==> src/rtl/mem_collar_pkg.sv <==
// Shared types and helpers for the pmbist memory collars.
// Widths are capped by MAX_DATA_W / MAX_CNT_W so one definition serves every collar geometry.
package pmbist;

  localparam int MAX_READ_LAT = 3;
  localparam int MAX_DATA_W   = 64;
  localparam int MAX_DATA_AW  = 6;
  localparam int MAX_CNT_W    = 16;

  typedef struct packed {
    logic                 flag;
    logic [MAX_CNT_W-1:0] cnt;
  } collar_result_t;

  // Replicates a bg_w-bit background across the full word: bit i takes bg[i % bg_w].
  function automatic logic [MAX_DATA_W-1:0] bg_expand(input logic [MAX_DATA_W-1:0] bg,
                                                      input int bg_w);
    logic [MAX_DATA_W-1:0] r;
    r = '0;
    for (int i = 0; i < MAX_DATA_W; i++) begin
      r[i] = bg[MAX_DATA_AW'(i % bg_w)];
    end
    return r;
  endfunction

endpackage

==> src/rtl/mem_collar_cmp_pipe.sv <==
// Read-compare alignment pipeline: READ_LAT stages of {valid, expected, address}, compared at the tail.
// The address stages only exist when MEM_COLLAR_FAIL_ADDR_EN is defined.
module mem_collar_cmp_pipe #(
  parameter int READ_LAT = 1,
  parameter int MEM_DATA = 7,
  parameter int ADDR_W   = 4
) (
  input  logic                clk,
  input  logic                rst,
  input  logic                clr,
  input  logic                ld_vld,
  input  logic [MEM_DATA-1:0] ld_exp,
`ifdef MEM_COLLAR_FAIL_ADDR_EN
  input  logic [ADDR_W-1:0]   ld_addr,
  output logic [ADDR_W-1:0]   miscmp_addr,
`endif
  input  logic [MEM_DATA-1:0] q,
  output logic                miscmp
);

  logic                vld_q [READ_LAT];
  logic [MEM_DATA-1:0] exp_q [READ_LAT];
`ifdef MEM_COLLAR_FAIL_ADDR_EN
  logic [ADDR_W-1:0]   addr_q[READ_LAT];
`endif

  // Only the valid bits need clearing; payload stages are don't-care while invalid.
  always_ff @(posedge clk) begin
    if (rst || clr) begin
      for (int s = 0; s < READ_LAT; s++) vld_q[s] <= 1'b0;
    end else begin
      vld_q[0] <= ld_vld;
      for (int s = 1; s < READ_LAT; s++) vld_q[s] <= vld_q[s-1];
    end
  end

  always_ff @(posedge clk) begin
    exp_q[0] <= ld_exp;
    for (int s = 1; s < READ_LAT; s++) exp_q[s] <= exp_q[s-1];
`ifdef MEM_COLLAR_FAIL_ADDR_EN
    addr_q[0] <= ld_addr;
    for (int s = 1; s < READ_LAT; s++) addr_q[s] <= addr_q[s-1];
`endif
  end

  assign miscmp = vld_q[READ_LAT-1] && (q != exp_q[READ_LAT-1]);
`ifdef MEM_COLLAR_FAIL_ADDR_EN
  assign miscmp_addr = addr_q[READ_LAT-1];
`endif

endmodule

==> src/rtl/mem_collar.sv <==
// BIST collar for one memory: test/functional mux, aligned compare, sticky results and serial result chain.
// Define MEM_COLLAR_FAIL_ADDR_EN to add the first-fail address register to the chain.
module mem_collar
  import pmbist::*;
#(
  parameter int ADR_X      = 2,
  parameter int ADR_Y      = 2,
  parameter int MEM_DATA   = 7,
  parameter int BG_DATA    = 2,
  parameter int READ_LAT   = 1,
  parameter int FAIL_CNT_W = 4
) (
  input  logic                   clk,
  input  logic                   rst,
  input  logic                   mbist_run,
  input  logic [ADR_X-1:0]       addr_x,
  input  logic [ADR_Y-1:0]       addr_y,
  input  logic [BG_DATA-1:0]     bg_data,
  input  logic                   cs,
  input  logic                   we,
  input  logic                   odd_bwe,
  input  logic                   even_bwe,
  input  logic                   comp_en,
  input  logic [ADR_Y+ADR_X-1:0] func_addr,
  input  logic [MEM_DATA-1:0]    func_data,
  input  logic                   func_cs,
  input  logic                   func_we,
  output logic [ADR_Y+ADR_X-1:0] tomem_addr,
  output logic [MEM_DATA-1:0]    tomem_data,
  output logic [MEM_DATA-1:0]    tomem_bwe,
  output logic                   tomem_cs,
  output logic                   tomem_we,
  input  logic [MEM_DATA-1:0]    frommem_q,
  output logic                   fail_flag,
  input  logic                   shift_result,
  input  logic                   si,
  output logic                   so
);

  localparam int AW = ADR_Y + ADR_X;
`ifdef MEM_COLLAR_FAIL_ADDR_EN
  localparam int CHAIN_L = 1 + FAIL_CNT_W + AW;
`else
  localparam int CHAIN_L = 1 + FAIL_CNT_W;
`endif
  localparam logic [MAX_CNT_W-1:0] CNT_MAX = MAX_CNT_W'((1 << FAIL_CNT_W) - 1);

  logic [MEM_DATA-1:0] bg_exp;
  logic [MEM_DATA-1:0] bist_bwe;
  logic                run_q;
  logic                shift_q;
  logic                run_rise;
  logic                chain_ld;
  logic                chain_sh;
  logic                miscmp;
  logic [CHAIN_L-1:0]  chain_q;
  logic [CHAIN_L-1:0]  chain_src;
  collar_result_t      res_q;

  assign bg_exp = MEM_DATA'(bg_expand(MAX_DATA_W'(bg_data), BG_DATA));

  always_comb begin
    bist_bwe = '0;
    for (int i = 0; i < MEM_DATA; i++) bist_bwe[i] = (i % 2 == 1) ? odd_bwe : even_bwe;
  end

  always_comb begin
    if (mbist_run) begin
      tomem_addr = {addr_y, addr_x};
      tomem_data = bg_exp;
      tomem_bwe  = bist_bwe;
      tomem_cs   = cs;
      tomem_we   = we;
    end else begin
      tomem_addr = func_addr;
      tomem_data = func_data;
      tomem_bwe  = '1;
      tomem_cs   = func_cs;
      tomem_we   = func_we;
    end
  end

  always_ff @(posedge clk) begin
    if (rst) begin
      run_q   <= 1'b0;
      shift_q <= 1'b0;
    end else begin
      run_q   <= mbist_run;
      shift_q <= shift_result;
    end
  end

  assign run_rise = mbist_run & ~run_q;
  assign chain_ld = shift_result & ~shift_q;
  assign chain_sh = shift_result & shift_q;

`ifdef MEM_COLLAR_FAIL_ADDR_EN
  logic [AW-1:0] miscmp_addr;
  logic [AW-1:0] ffa_q;
`endif

  mem_collar_cmp_pipe #(
    .READ_LAT(READ_LAT),
    .MEM_DATA(MEM_DATA),
    .ADDR_W  (AW)
  ) u_cmp_pipe (
    .clk        (clk),
    .rst        (rst),
    .clr        (run_rise),
    .ld_vld     (comp_en & cs & ~we & mbist_run),
    .ld_exp     (bg_exp),
`ifdef MEM_COLLAR_FAIL_ADDR_EN
    .ld_addr    ({addr_y, addr_x}),
    .miscmp_addr(miscmp_addr),
`endif
    .q          (frommem_q),
    .miscmp     (miscmp)
  );

  // A run start clears results even if a compare lands on the same edge.
  always_ff @(posedge clk) begin
    if (rst || run_rise) begin
      res_q <= '0;
    end else if (miscmp) begin
      res_q.flag <= 1'b1;
      if (res_q.cnt != CNT_MAX) res_q.cnt <= res_q.cnt + MAX_CNT_W'(1);
    end
  end

`ifdef MEM_COLLAR_FAIL_ADDR_EN
  always_ff @(posedge clk) begin
    if (rst || run_rise) begin
      ffa_q <= '0;
    end else if (miscmp && !res_q.flag) begin
      ffa_q <= miscmp_addr;
    end
  end

  assign chain_src = {ffa_q, res_q.cnt[FAIL_CNT_W-1:0], res_q.flag};
`else
  assign chain_src = {res_q.cnt[FAIL_CNT_W-1:0], res_q.flag};
`endif

  always_ff @(posedge clk) begin
    if (rst) begin
      chain_q <= '0;
    end else if (chain_ld) begin
      chain_q <= chain_src;
    end else if (chain_sh) begin
      chain_q <= {si, chain_q[CHAIN_L-1:1]};
    end
  end

  assign so        = chain_q[0];
  assign fail_flag = res_q.flag;

endmodule

==> config.mk <==
export PLATFORM = sky130hd
export DESIGN_NAME = mem_collar
export DESIGN_NICKNAME = d
export VERILOG_FILES = /design/src/rtl/mem_collar_pkg.sv /design/src/rtl/mem_collar_cmp_pipe.sv /design/src/rtl/mem_collar.sv
export SDC_FILE = /design/constraint.sdc
export NUM_CORES = 1
export LEC_CHECK = 0
export ABC_AREA = 1
export CELL_PAD_IN_SITES_DETAIL_PLACEMENT = 2
export CELL_PAD_IN_SITES_GLOBAL_PLACEMENT = 2
export CORE_MARGIN = 1
export CORE_UTILIZATION = 24
export CTS_CLUSTER_SIZE = 12
export DETAILED_ROUTE_END_ITERATION = 12
export PLACE_DENSITY = 0.83
export SLEW_MARGIN = 0
export SYNTH_ARGS = -nofsm -noshare
export SYNTH_HDL_FRONTEND = slang
export SYNTH_SLANG_ARGS = --single-unit
==> constraint.sdc <==
create_clock -name clk -period 3.7 [get_ports clk]
set_input_delay 0.37 -clock clk [delete_from_list [all_inputs] [get_ports clk]]
set_output_delay 0.37 -clock clk [all_outputs]
set_load 0.02 [all_outputs]
==> summary.md, run 1 <==
| Metric | Value |
|---|---|
| Worst reg-to-reg path cell count | 3 |
| Die height | 85.9 um |
| Core ar. | 0.00679 mm^2 |
| Synth Area in XOR/XNOR | 0.0104 |
| CTS root buffer | clkbuf_8 |
| Post-CTS Setup Inserts | 0 |
| Register bit total from synthesis | 27 |
| Post-CTS sizing | 0 |
| Number of max-cap violations | 0 |
| Complex-gate fraction of the synthesized area | 0.0622 |
| Die area | 0.00738 mm^2 |
| CTS Hold Bufs | 0 |
| NumNets Final | between 300 and 400 |
| Reg-to-Reg End | chain_src[3] |
| Initial antenna violation count | 0 |
| Iteration-0 DRC Markers | 56 |
| Max IR drop VDD | 0.000156 V |
| HP Start | fail_flag |
| Dpl hpwl | a little over 4 mm |
| Final GP Congestion | 0.706 |
| DR WL/cell | 12.6 um |
| Warnings from Yosys | 0 |
| TritonCTS Buffers | 3 |
| Hold Path Sink | fail_flag |
| Mapped Area | 0.00169 mm^2 |
| Final Cell Area | about 0.0024 mm^2 |
| Vias in the first global route | 1987 |
| Syn Nets | 310 |
| Num rows | 30 |
| Initial core utilization | 0.249 |
| Final Instance Count excl. Fillers | between 400 and 500 |
| Placed cells | 412 |
| Worst reg2reg path startpoint | u_cmp_pipe.vld_q[0] |
| Arr. time, crit path | 2.54 ns |
| Post-synthesis simple-gate area fraction | 0.464 |
| Synth Area in Adders | 0.00741 |
| WHS Path Cells | 2 |
| WHS | 0.509 ns |
| Most common cell on crit path | clkdlybuf4s50_1 |
| Hold crit path type | reg -> reg |
| Slowest-stage cell, CP | clkdlybuf4s50_1 |
| FMAX | 0.344 GHz |
| DRC viols | 0 |
| Via Count | 1866 |
| Remaining Overflow, GRT | 0 |
| Final worst slack | 0.792 ns |
| Max Clock Skew | 0.00584 ns |
| Die W | 85.9 um |
| Final hold viol count | 0 |
| Flop-to-flop setup slack | 2.05 ns |
| Routed Antenna Nets | 0 |
| Post-synthesis sequential area ratio | 0.320 |
| Routed Wire Length | 5.24 mm |
| Crit path max fanout | 18 |
| Overall power | 0.622 mW |
| Clock Pin Slew Worst Setup and Hold Paths | about 0.11 ns |
| Clock latency on the worst-skew pair | around 0.28 ns |
| Placed cell area | 0.00230 mm^2 |
| Layout cells sized above 1 | 0.0688 |
| RSZ-0062 raised after global routing | no |
| Fin crit share | 0.786 |
| Mux cell area share after synthesis | 0 |
| Fin util | 0.347 |
| Largest net degree at the start of global routing | 27 |
| Period minus WS final | 2.91 ns |
| Sink Count | 27 |
| Rel. slew slack | 0.360 |
| DRT Pass-1 Iters | 4 |
| First-pass GRT wire length | 9.10 mm |
| Cell Chain, Critical Path | clkdlybuf4s50_1, clkinv_1, or2_2, clkdlybuf4s50_1 |
| Clk buf depth | 2 |
| Crit start category | input pin |
| Place WS | between 0.7 and 0.8 ns |
| Yosys cell types | 27 |
| Max stage delay on crit path | 0.65 ns |
| Slew Limit Fails | 0 |
| Least-Margin Pin Slew | roughly 0.96 ns |
| CTS tree | built |
| H-tree Lvls | 1 |
| Avg Cell Area, Syn | 6.19 um^2 |
| Port bufs | 57 |
| Final setup vio count | 0 |
| Setup total negative slack | 0 ns |
| PwrDens | ~260 mW/mm^2 |
| # diodes | 0 |
| Largest family of logic cells by synthesized area | simple AND/OR/NAND/NOR gates |
| Via-to-Cell Ratio | 4.49 |
| # IOs | 58 |
| WP data required | 3.33 ns |
| Status | finished, final reports clean |
| Gr usage total | 0.151 |
| Area Growth Syn to Fin | 39.4% |
| Crit. End Element | primary output |
| Leak Pwr | around 1.0 nW |
| Crit path kind | in -> out |
| Cells after Synth | roughly 270 |
-- cell usage after synthesis --
| cell | count | area (um^2) |
|---|---|---|
| o21ai_0 | 2 | 10.0 |
| nor2_1 | 33 | 124 |
| inv_2 | 2 | 7.51 |
| nor2_4 | 3 | 33.8 |
| buf_2 | 6 | 30.0 |
| nand2_2 | 1 | 6.26 |
| inv_1 | 34 | 128 |
| clkinv_1 | 3 | 11.3 |
| nand2_1 | 93 | 349 |
| a21oi_1 | 3 | 15.0 |
| buf_4 | 5 | 37.5 |
| xnor2_1 | 1 | 8.76 |
| clkbuf_1 | 3 | 11.3 |
| xor2_1 | 1 | 8.76 |
| nand3_2 | 3 | 30.0 |
| o211ai_1 | 10 | 75.1 |
| ha_1 | 1 | 12.5 |
| nand3_1 | 17 | 85.1 |
| o21ai_1 | 1 | 5.00 |
| nand4_1 | 13 | 81.3 |
| nor2_2 | 3 | 18.8 |
| nand2_4 | 2 | 22.5 |
| buf_1 | 1 | 3.75 |
| or2_2 | 2 | 12.5 |
| dfxtp_1 | 27 | 541 |
| nand3b_2 | 1 | 11.3 |
| nor3_1 | 2 | 10.0 |
-- flip-flops by register name, summed over array words and instances, names as in the netlist --
register / count
chain_src: 4
res_q: 12
fail_flag: 1
u_cmp_pipe.exp_q: 2
chain_q: 5
shift_q: 1
run_q: 1
u_cmp_pipe.vld_q: 1
-- cell usage in the layout (no fill, tap or decap), types with 3 or more instances in the layout --
cell	count
nand3_2	3
nor2_2	3
clkdlybuf4s50_1	57
o211ai_1	10
nand2_1	93
dfxtp_1	27
nor2_4	3
nand4_1	13
inv_1	34
nand3_1	17
a21oi_1	3
nor2_1	33
clkinv_1	3
clkbuf_8	3
-- power by group --
part	internal [mW]	leakage [nW]	switching, mW	total, mW
logic	0.0709	0.803	0.0615	0.132
clock network	0.0794	0.0261	0.109	0.189
registers	0.296	0.220	0.00516	0.301
-- logic make-up after synthesis --
group | Yosys count
fa+ha+maj | 1
xor+xnor | 2
compound gates | 16
simple gates | 173
flops | 27
buf+inv | 54
-- worst max path at each step --
stage	cells past startpoint	start	to	slack [ns]
5_1_grt	4	mbist_run	tomem_bwe[0]	0.58
2_1_floorplan	4	mbist_run	tomem_bwe[2]	2.07
4_1_cts	4	mbist_run	tomem_bwe[0]	0.75
3_3_place_gp	4	mbist_run	tomem_bwe[4]	0.79
6_report	4	mbist_run	tomem_bwe[0]	0.79
3_5_place_dp	4	mbist_run	tomem_bwe[0]	0.76
-- cell type report --
cell class,instances,area [um^2]
repair buffers,58,578
clock inverters,1,8.76
well taps,96,120
clock buffers,3,41.3
multi-input cells,192,920
inverters,39,146
flip-flops and latches,27,541
fillers,839,4440
-- routing by layer --
metal	share of wire	track usage	wire, um	up-vias
met5	0	0	0	-
met1	0.43	0.171	2250	878
met4	0.0046	0.0227	24	0
met2	0.51	0.288	2690	40
met3	0.053	0.0395	276	2
li1	-	-	-	946
-- critical path, delay by kind of cell --
kind	cells	cell delay [ns]
buffers and inverters	3	1.68
and+or+nand+nor	1	0.48
No activity file was read; power rests on OpenSTA's default activity.
==> inputs of run 2 (changes only) <==
--- a/config.mk
+++ b/config.mk
@@ -9,10 +9,10 @@
 export CELL_PAD_IN_SITES_DETAIL_PLACEMENT = 2
 export CELL_PAD_IN_SITES_GLOBAL_PLACEMENT = 2
 export CORE_MARGIN = 1
-export CORE_UTILIZATION = 24
+export CORE_UTILIZATION = 20
 export CTS_CLUSTER_SIZE = 12
 export DETAILED_ROUTE_END_ITERATION = 12
-export PLACE_DENSITY = 0.83
+export PLACE_DENSITY = 0.74
 export SLEW_MARGIN = 0
 export SYNTH_ARGS = -nofsm -noshare
 export SYNTH_HDL_FRONTEND = slang
==> constraint.sdc (replaced) <==
create_clock -name clk -period 2.62 [get_ports clk]
set_input_delay 0.262 -clock clk [delete_from_list [all_inputs] [get_ports clk]]
set_output_delay 0.262 -clock clk [all_outputs]
set_load 0.02 [all_outputs]
==> run 2 against run 1 <==
Clock skew increased by 0.0063 ns. Global-route usage decreased by 2.1 points. Combinational power increased by 44%. Critical path depth increased by 2. Non-clock buffer count increased by 3. Cell area increased by 1.4%. Largest power group unchanged.
==> summary.md, run 2 (synthesized netlist as in run 1, its figures left out) <==
| Metric | Value |
|---|---|
| Final Cell Area | 0.00239 mm^2 |
| Clk buf depth | 2 |
| Area of the multi-input gates | 920 um^2 |
| Slowest-stage cell, CP | clkdlybuf4s50_1 |
| Largest net degree at the start of global routing | 27 |
| Iteration-0 DRC Markers | 32 |
| TritonCTS Buffers | 3 |
| # diodes | 0 |
| Period minus WS final | 2.03 ns |
| Gr usage total | 0.130 |
| Via-to-Cell Ratio | 4.39 |
| Final GP Congestion | 0.695 |
| # IOs | 58 |
| Via Count | 1880 |
| WP data required | 2.36 ns |
| Crit path kind | in -> out |
| Layout cells sized above 1 | 0.0774 |
| DRT Pass-1 Iters | 3 |
| Rel. slew slack | 0.650 |
| Cell Chain, Critical Path | clkdlybuf4s50_1, clkinv_1, buf_4, nand2_1, nand2_1, clkdlybuf4s50_1 |
| Hold crit path type | in -> reg |
| Fin util | 0.292 |
| Port bufs | between 50 and 60 |
| Post-CTS Setup Inserts | 0 |
| CTS tree | built |
| Crit start category | input pin |
| Placed cells | 424 |
| Most common cell after layout, fill and taps aside | nand2_1 |
| Final worst slack | between 0.5 and 0.6 ns |
| Vias in the first global route | 1974 |
| FMAX | just under 0.5 GHz |
| Initial core utilization | 0.207 |
| CTS Hold Bufs | 0 |
| Most flops, register | res_q |
| Slew Limit Fails | 0 |
| WHS | 0.457 ns |
| Clock Pin Slew Worst Setup and Hold Paths | 0.11 ns |
| Sink Count | 27 |
| Max Clock Skew | 0.0122 ns |
| Max stage delay on crit path | 0.55 ns |
| Final setup vio count | 0 |
| DRC viols | 0 |
| Final hold viol count | 0 |
| Final Instance Count excl. Fillers | 428 |
| Num rows | 33 |
| Max IR drop VDD | 0.000188 V |
| Initial antenna violation count | 0 |
| Die height | 93.9 um |
| Fin crit share | 0.774 |
| Number of max-cap violations | 0 |
| H-tree Lvls | 1 |
| FF+latch area | 541 um^2 |
| Arr. time, crit path | 1.77 ns |
| Least-Margin Pin Slew | approximately 0.52 ns |
| Filler cells | between 900 and 1k |
| First-pass GRT wire length | 9.07 mm |
| Die W | between 90 and 100 um |
| Core ar. | 0.00818 mm^2 |
| Setup total negative slack | 0 ns |
| DR WL/cell | 12.4 um |
| Routed Antenna Nets | 0 |
| Leak Pwr | 1.06 nW |
| Area Growth Syn to Fin | 41.4% |
| NumNets Final | between 300 and 400 |
| Clock latency on the worst-skew pair | ~0.29 ns |
| Most frequent cells in the layout | 93 x nand2_1, 57 x clkdlybuf4s50_1, 34 x inv_1, 33 x nor2_1, 27 x dfxtp_1 |
| Status | finished, final reports clean |
| Number of flip-flops in the largest register | 12 |
| RSZ-0062 raised after global routing | no |
| Post-CTS sizing | 0 |
| Crit path max fanout | 14 |
| Dpl hpwl | 4.35 mm |
| Routed Wire Length | 5.31 mm |
| Die area | 0.00882 mm^2 |
| Overall power | 0.881 mW |
| Placed cell area | 0.00234 mm^2 |
| Crit. End Element | primary output |
| Place WS | roughly 0.56 ns |
| Crit path buffers/inverters | 4 |
| Remaining Overflow, GRT | 0 |
| CTS root buffer | clkbuf_8 |
| Family with the most delay on the worst path | buffers and inverters |
| PwrDens | 369 mW/mm^2 |
run 2: changes by cell type in the layout (fill, tap and decap cells not counted), sizes merged:
cell / change
buf: +3
run 2: area by class of cell:
class / instances / area share
multi-input combinational: 192 / 0.385
timing repair buffer: 61 / 0.251
sequential: 27 / 0.226
inverter: 39 / 0.0613
tap: 105 / 0.0550
clock buffer: 3 / 0.0173
clock inverter: 1 / 0.00367
run 2: worst paths after layout:
check,slack [ns],end,depth (start not counted),startpoint
setup / recovery,0.59,tomem_data[3],6,mbist_run
hold / removal,0.46,u_cmp_pipe.exp_q[0][5],1,bg_data[1]
setup reg to reg,1.16,res_q[12],9,chain_src[2]
hold reg to reg,0.50,fail_flag,2,fail_flag
run 2: routing by layer:
metal,GRT usage,up-vias,wire length (um)
met1,0.146,906,2260
met4,0.0269,0,57
met3,0.0210,4,131
met5,0,-,0
li1,-,945,-
met2,0.253,25,2860
run 2: power breakdown:
| group | leakage (nW) | total (mW) | internal, mW | switching (mW) |
|---|---|---|---|---|
| Sequential | 0.220 | 0.425 | 0.419 | 0.00651 |
| Clock | 0.0261 | 0.266 | 0.112 | 0.154 |
| Combinational | 0.818 | 0.190 | 0.102 | 0.0878 |
| Total | 1.06 | 0.881 | 0.633 | 0.248 |
run 2: worst register-to-register path: cells and delay by family (launching register included):
family                     cells  cell delay, ns
adders and majority gates      1            0.22
and+or+nand+nor                7            0.78
DFF                            1            0.37
buffers and inverters          1            0.04
==> inputs of run 3 (changes only) <==
--- a/config.mk
+++ b/config.mk
@@ -9,10 +9,10 @@
 export CELL_PAD_IN_SITES_DETAIL_PLACEMENT = 2
 export CELL_PAD_IN_SITES_GLOBAL_PLACEMENT = 2
 export CORE_MARGIN = 1
-export CORE_UTILIZATION = 20
+export CORE_UTILIZATION = 23
 export CTS_CLUSTER_SIZE = 12
 export DETAILED_ROUTE_END_ITERATION = 12
-export PLACE_DENSITY = 0.74
+export PLACE_DENSITY = 0.8
 export SLEW_MARGIN = 0
 export SYNTH_ARGS = -nofsm -noshare
 export SYNTH_HDL_FRONTEND = slang
==> constraint.sdc (replaced) <==
create_clock -name clk -period 1.9 [get_ports clk]
set_input_delay 0.19 -clock clk [delete_from_list [all_inputs] [get_ports clk]]
set_output_delay 0.19 -clock clk [all_outputs]
set_load 0.02 [all_outputs]
==> run 3 against run 2 <==
Non-clock buffer count grew 3. Register-to-register slack got worse by 0.73 ns. Die area fell by 13%. Cell area shrank 0.26%. Critical path depth fell by 2. Utilization increased by 5.1 points. Total power grew 37%. Count of clock-buffer cells in the layout unchanged. Largest cell class unchanged. Highest routed layer unchanged.
==> summary.md, run 3 (synthesized netlist as in run 1, its figures left out) <==
| Metric | Value |
|---|---|
| Status | finished, final reports clean |
| Num rows | 30 |
| Clock Pin Slew Worst Setup and Hold Paths | ~0.11 ns |
| Final worst slack | 0.170 ns |
| Via-to-Cell Ratio | 4.51 |
| FF+latch area | between 500 and 600 um^2 |
| Fin crit share | 0.911 |
| Period minus WS final | around 1.7 ns |
| Flop-to-flop setup slack | 0.43 ns |
| Most flops, register | res_q |
| Area Growth Syn to Fin | 41.0% |
| Largest net degree at the start of global routing | 27 |
| Die area | 0.00769 mm^2 |
| Initial antenna violation count | 0 |
| Final setup vio count | 0 |
| Vias in the first global route | a little over 2k |
| DRC viols | 0 |
| Final GP Congestion | 0.712 |
| Remaining Overflow, GRT | 0 |
| Final Cell Area | 0.00238 mm^2 |
| CTS tree | built |
| # diodes | 0 |
| PwrDens | 506 mW/mm^2 |
| Gr usage total | 0.150 |
| Die W | 87.7 um |
| Place WS | -0.0595 ns |
| RSZ-0062 raised after global routing | no |
| Max Clock Skew | 0.00351 ns |
| DRT Pass-1 Iters | 4 |
| Routed Wire Length | ~5.4 mm |
| Post-CTS Setup Inserts | 0 |
| First-pass GRT wire length | 9.01 mm |
| Layout cells sized above 1 | 0.0859 |
| Sink Count | 27 |
| FMAX | 0.578 GHz |
| Least-Margin Pin Slew | 0.375 ns |
| Filler cells | ~850 |
| Number of max-cap violations | 0 |
| Final hold viol count | 0 |
| Crit path kind | in -> out |
| Slowest-stage cell, CP | clkdlybuf4s50_1 |
| Worst reg-to-reg path cell count | 9 |
| Area of the multi-input gates | 920 um^2 |
| Port bufs | 57 |
| Crit. End Element | primary output |
| H-tree Lvls | 1 |
| WHS | 0.377 ns |
| DR WL/cell | 12.8 um |
| Final Instance Count excl. Fillers | 422 |
| Routed Antenna Nets | 0 |
| Rel. slew slack | 0.749 |
| Overall power | 1.20 mW |
| Family with the most delay on the worst path | buffers and inverters |
| Crit start category | input pin |
| # IOs | 58 |
| Initial core utilization | 0.243 |
| Hold crit path type | in -> reg |
| Cell Chain, Critical Path | clkdlybuf4s50_1, clkinv_1, or2_2, dlygate4sd2_1 |
| Die height | 87.7 um |
| Max IR drop VDD | 0.000315 V |
| Leak Pwr | 1.12 nW |
| Crit path buffers/inverters | 3 |
| NumNets Final | 364 |
| Most frequent cells in the layout | 93 x nand2_1, 37 x clkdlybuf4s50_1, 34 x inv_1, 33 x nor2_1, 27 x dfxtp_1 |
| Iteration-0 DRC Markers | 43 |
| WP data required | 1.71 ns |
| Slew Limit Fails | 0 |
| Clock latency on the worst-skew pair | 0.29 ns |
| CTS root buffer | clkbuf_8 |
| Clk buf depth | 2 |
| HP Start | bg_data[1] |
| Via Count | 1902 |
| Crit path max fanout | 5 |
| Most common cell after layout, fill and taps aside | nand2_1 |
| Dpl hpwl | roughly 4.5 mm |
| Max stage delay on crit path | 0.52 ns |
| Worst reg2reg path startpoint | chain_src[1] |
| Placed cell area | 0.00235 mm^2 |
| Arr. time, crit path | 1.54 ns |
| Placed cells | 418 |
| WHS Path Cells | 1 |
| Number of flip-flops in the largest register | 12 |
| CTS Hold Bufs | 0 |
| Reg-to-Reg End | res_q[14] |
| TritonCTS Buffers | 3 |
| Hold Path Sink | u_cmp_pipe.exp_q[0][5] |
| Core ar. | about 0.0069 mm^2 |
-- run 3: metal layers --
metal	vias up	wire, um	part of all wire	GRT usage
li1	952	-	-	-
met2	42	2790	0.52	0.290
met5	-	0	0	0
met4	0	21	0.0039	0.0268
met1	906	2260	0.42	0.161
met3	2	333	0.062	0.0471
-- run 3: worst max-delay path by stage --
stage | from | to | cells past startpoint
3_3_place_gp | mbist_run | tomem_bwe[0] | 4
6_report | mbist_run | tomem_bwe[4] | 4
4_1_cts | mbist_run | tomem_we | 6
5_1_grt | mbist_run | tomem_data[3] | 6
2_1_floorplan | mbist_run | tomem_bwe[2] | 4
3_5_place_dp | mbist_run | tomem_bwe[4] | 4
-- run 3: what timing repair did --
item | in CTS | in global routing
gates resized for setup | 18 | 2
pin swaps | 0 | 0
endpoints found under the setup margin | 18 | 2
-- run 3: cell type report --
class	count	share of cell area
clock inverter	1	0.00368
inverter	39	0.0614
tap	96	0.0504
timing repair buffer	64	0.254
multi-input combinational	192	0.386
sequential	27	0.227
clock buffer	3	0.0173
-- run 3: stage by stage --
stage,TNS (ns),utilization
final,0,0.343
after global routing,0,0.343
after CTS,0,0.342
after detailed placement,-0.666,0.338
after global placement,-0.0231,0.338
after floorplan,0,-
-- run 3: power breakdown --
group	switching, mW	leakage, nW	internal (mW)
clock network	0.216	0.0261	0.155
logic	0.123	0.870	0.126
registers	0.00852	0.220	0.577
total	0.347	1.12	0.858
